<file path="src/rtl/demux8_pkg.sv">
// Shared types and helpers for the 1-to-8 round-robin demux scheduler.
// Holds lane count, select width, FSM state type and the round-robin picker.
package demux8_pkg;

  localparam int NLANES = 8;
  localparam int SELW   = 3;

  typedef enum logic {
    ST_EMPTY,
    ST_FULL
  } demux8_state_t;

  // First enabled lane strictly after last, wrapping mod 8.
  // Returns last itself when it is the only enabled lane, or when mask is 0.
  function automatic logic [SELW-1:0] rr_pick(
    input logic [NLANES-1:0] mask,
    input logic [SELW-1:0]   last
  );
    logic [SELW-1:0] idx;
    logic            found;
    rr_pick = last;
    found   = 1'b0;
    for (int i = 1; i <= NLANES; i++) begin
      idx = last + SELW'(i);
      if (!found && mask[idx]) begin
        rr_pick = idx;
        found   = 1'b1;
      end
    end
  endfunction

endpackage

</file>
<file path="src/rtl/demux8_core.sv">
// Combinational 1-to-8 demux: routes y onto the lane chosen by sel.
// Ports: y (in), sel[2:0] (in), lanes[7:0] (out, one-hot or zero).
module demux8_core
  import demux8_pkg::*;
(
  input  logic              y,
  input  logic [SELW-1:0]   sel,
  output logic [NLANES-1:0] lanes
);

  always_comb begin
    lanes      = '0;
    lanes[sel] = y;
  end

endmodule

</file>
<file path="src/rtl/demux8_rr_sched.sv">
// Round-robin scheduler for a 1-to-8 demux with per-lane valid/ready.
// Ports: clk, rst_n (async low); in_valid/in_data/in_ready (producer);
//   cfg_mask[7:0] lane enables; out_valid[7:0], out_data, out_ready[7:0]
//   (lanes); sel[2:0] demux select; busy (word held).
// Option: DEMUX8_RR_SKIP_EN lets a stalled word hop to the next enabled lane.
module demux8_rr_sched
  import demux8_pkg::*;
#(
  parameter int              W        = 8,
  parameter logic [SELW-1:0] RST_LANE = 3'd7
) (
  input  logic              clk,
  input  logic              rst_n,
  input  logic              in_valid,
  input  logic [W-1:0]      in_data,
  output logic              in_ready,
  input  logic [NLANES-1:0] cfg_mask,
  output logic [NLANES-1:0] out_valid,
  output logic [W-1:0]      out_data,
  input  logic [NLANES-1:0] out_ready,
  output logic [SELW-1:0]   sel,
  output logic              busy
);

  demux8_state_t   state_q, state_d;
  logic [SELW-1:0] sel_q, sel_d;
  logic [SELW-1:0] last_q, last_d;
  logic [W-1:0]    data_q, data_d;

  logic            fire_in;
  logic            fire_out;
  logic [SELW-1:0] last_upd;

  always_comb begin
    busy     = (state_q == ST_FULL);
    fire_out = busy & out_ready[sel_q];
    in_ready = rst_n & (|cfg_mask) & (~busy | fire_out);
    fire_in  = in_valid & in_ready;
    // A drain in the same cycle advances the pointer before the new pick.
    last_upd = fire_out ? sel_q : last_q;

    state_d  = state_q;
    sel_d    = sel_q;
    data_d   = data_q;
    last_d   = last_upd;

    if (fire_in) begin
      state_d = ST_FULL;
      sel_d   = rr_pick(cfg_mask, last_upd);
      data_d  = in_data;
    end else if (fire_out) begin
      state_d = ST_EMPTY;
    end
`ifdef DEMUX8_RR_SKIP_EN
    else if (busy) begin
      // Valid has been up a full cycle without ready: hop one lane.
      sel_d = rr_pick(cfg_mask, sel_q);
    end
`endif
  end

  always_ff @(posedge clk or negedge rst_n) begin
    if (!rst_n) begin
      state_q <= ST_EMPTY;
      sel_q   <= '0;
      last_q  <= RST_LANE;
      data_q  <= '0;
    end else begin
      state_q <= state_d;
      sel_q   <= sel_d;
      last_q  <= last_d;
      data_q  <= data_d;
    end
  end

  demux8_core u_core (
    .y     (busy),
    .sel   (sel_q),
    .lanes (out_valid)
  );

  assign out_data = data_q;
  assign sel      = sel_q;

endmodule

</file>
<file path="config.mk">
export PLATFORM = sky130hd
export DESIGN_NAME = demux8_rr_sched
export DESIGN_NICKNAME = d
export VERILOG_FILES = /design/src/rtl/demux8_pkg.sv /design/src/rtl/demux8_core.sv /design/src/rtl/demux8_rr_sched.sv
export SDC_FILE = /design/constraint.sdc
export NUM_CORES = 1
export LEC_CHECK = 0
export CAP_MARGIN = 25
export CORE_MARGIN = 4
export CORE_UTILIZATION = 30
export DETAILED_ROUTE_END_ITERATION = 7
export PLACE_DENSITY = 0.58
export SYNTH_ARGS = -nofsm -noshare
export SYNTH_HDL_FRONTEND = slang
export SYNTH_SLANG_ARGS = --single-unit
export TNS_END_PERCENT = 1
</file>
<file path="constraint.sdc">
create_clock -name clk -period 12.18 [get_ports clk]
set_input_delay 2.436 -clock clk [delete_from_list [all_inputs] [get_ports clk]]
set_output_delay 2.436 -clock clk [all_outputs]
set_load 0.02 [all_outputs]
</file>
==> reports/metrics.yaml <==
status:
  status: "complete, no violations"
floorplan:
  io_pins: 48
  core_mm2: 0.00606
  fp-row-count: 28
  die_area_mm2: 0.00776
  dieWidth_um: 88.1
  die_y_um: 88.1
  start_util: 0.318
synthesis:
  synth-simple-area-share: 0.237
  synth_ff_type: "dfrtp_1"
  seq_area_frac_synth: 0.197
  synthDistinctLibCells: 55
  synthesis.nets: 250
  synth_mux_area_frac: 0.285
  ys_async_sr_fraction: 1.00
  synth-compound-area-share: 0.206
  postSynthAreaPerCell_um2: 8.67
  syn-instance-count: 222
  synth_top_family_by_area: "multiplexers"
  yosys_register_bits: 15
  synth_fa_ha_area_frac: 0.00650
  yosys_warnings: 0
  synth.cell_area_mm2: 0.00192
  synth_xor_area_frac: 0.0182
  synth_edf_count: 0
cts:
  clock_sinks: 15
  worstSkewPairLatency_ps: 250
  ctsHoldBuffers: 0
  cts.repair.resized: 0
  numCtsBuffers: 3
  root_buffer: "clkbuf_8"
  post_cts_buffers: 0
  htreeDepth: 1
  cts_tree: "yes"
  clk_pin_slew_ps: 60
  clockBufferDepth: 2
placed_design:
  hpwlAfterDp_mm: 4.35
  place_congestion: 0.872
  port_buffers: 47
  placed_area_mm2: 0.00242
global_route:
  grt_overflow_total: 0
  antenna_found_initial: 0
  grt_pass1_vias: 1821
  track_usage: 0.149
  grt_start_max_net_pins: 21
  grt_pass1_wl_mm: 9.25
layout:
  drive_above_1_share: 0.142
  fill_cells: 617
  diodes: 0
  seq_area_um2: 379
  design_area_mm2: 0.00247
  final_common_cell: "clkdlybuf4s50_1"
  nets: 290
  layout_common_cells: "clkdlybuf4s50_1 (47), nand2_1 (29), mux2i_1 (26)"
  area_delta_synth_final_pct: 28.2
  multiInputGateArea_mm2: 0.00145
detailed_routing:
  routed_wl_mm: 5.53
  first_iter_violations: 88
  num_vias: 1844
  routed_via_density: 5.49
  antenna_left: 0
  drt_pass1_iterations: 4
  drc: 0
  wl_per_cell_um: 16.5
sta:
  fin_crit_sh: 0.590
  max_slew_margin: 0.521
  hold_violations: 0
  setup_viol: 0
  skew_ps: 3.21
  worst_slew_pin_slew_ps: 699
  min_period_ps: 7190
  finalMaxSlewViolations: 0
  rsz0062_at_grt: "false"
  timing.setup.tns_ps: 0
  clock.fmax_mhz: 139
critical_path:
  cp-end-kind: "output pin"
  r2r_setup_slack_ps: 7120
  start_kind: "input pin"
  cp.required_ps: 9740
  crit_fanout: 6
  criticalPathCategory: "input pin to output pin"
  crit_arrival_ps: 4750
worst_hold_path:
  min-delay-path-class: "flip-flop to flip-flop"
flow_run:
  drv_cap: 0
## layout make-up
type | instances | area share
clock buffers | 4 | 0.0183
inverters | 8 | 0.0122
multi-input cells | 187 | 0.587
flip-flops and latches | 15 | 0.154
well taps | 75 | 0.0380
repair buffers | 47 | 0.191
## critical path: stages
cell,delay (ps)
clkdlybuf4s50_1,410
mux4_2,490
mux2i_1,510
nand2_1,140
and3_1,220
clkdlybuf4s50_1,550
## stage by stage
step / setup WS (ps) / hold WS (ps) / cells / util
after floorplan: 6060 / 636 / 222 / -
after global placement: 4990 / 489 / 332 / 0.400
after detailed placement: 4980 / 496 / 332 / 0.400
after CTS: 4960 / 510 / 336 / 0.407
after global routing: 4830 / 534 / 336 / 0.407
final: 4990 / 507 / 336 / 0.407
## registers in the layout, summed over array words and instances (netlist names)
register	flops
sel	3
last_q	3
busy	1
out_data	8
## cell usage after synthesis, types with 2 or more instances
cell type | number | area (um2)
nand2_1 | 29 | 109
mux2i_1 | 26 | 260
nor2_1 | 18 | 67.6
dfrtp_1 | 12 | 300
mux2_2 | 11 | 124
nand2b_1 | 11 | 68.8
and2_1 | 9 | 56.3
a21oi_1 | 6 | 30.0
clkbuf_1 | 6 | 22.5
inv_1 | 6 | 22.5
nand3_1 | 6 | 30.0
a211o_1 | 5 | 43.8
a211oi_1 | 5 | 37.5
mux4_2 | 5 | 113
nor3_1 | 5 | 25.0
a22o_1 | 4 | 35.0
o21ai_0 | 4 | 20.0
dfstp_2 | 3 | 78.8
nor4_1 | 3 | 18.8
o211ai_1 | 3 | 22.5
xnor2_1 | 3 | 26.3
a221oi_2 | 2 | 30.0
a2bb2oi_1 | 2 | 17.5
a31oi_1 | 2 | 12.5
and3_1 | 2 | 12.5
buf_2 | 2 | 10.0
buf_6 | 2 | 22.5
nor3b_1 | 2 | 15.0
o221a_2 | 2 | 22.5
## final timing paths
check / startpoint / endpoint / depth (start not counted)
max in group asynchronous: rst_n / out_data[0] / 1
min reg2reg: out_data[0] / out_data[0] / 1
max: out_ready[7] / in_ready / 6
max reg2reg: sel[0] / sel[0] / 16
min in group asynchronous: rst_n / out_data[5] / 1
min: out_data[0] / out_data[0] / 1
## layer usage
layer  up-vias  GRT usage  wire [um]
met5         -          0          0
met4         0     0.0288         63
met3         8     0.0273        364
met2        65      0.244       2600
met1       868      0.208       2510
li1        903          -          -
## logic make-up after synthesis
logic type               after synthesis
AO/OA/AOI/OAI                         47
flip-flops                            15
multiplexers                          45
AND/OR/NAND/NOR                       90
XOR/XNOR                               4
adder cells (fa/ha/maj)                1
buffers and inverters                 20
Power is not shown: default switching activity piles up to over one toggle a cycle in this logic, so the estimate is an artifact.
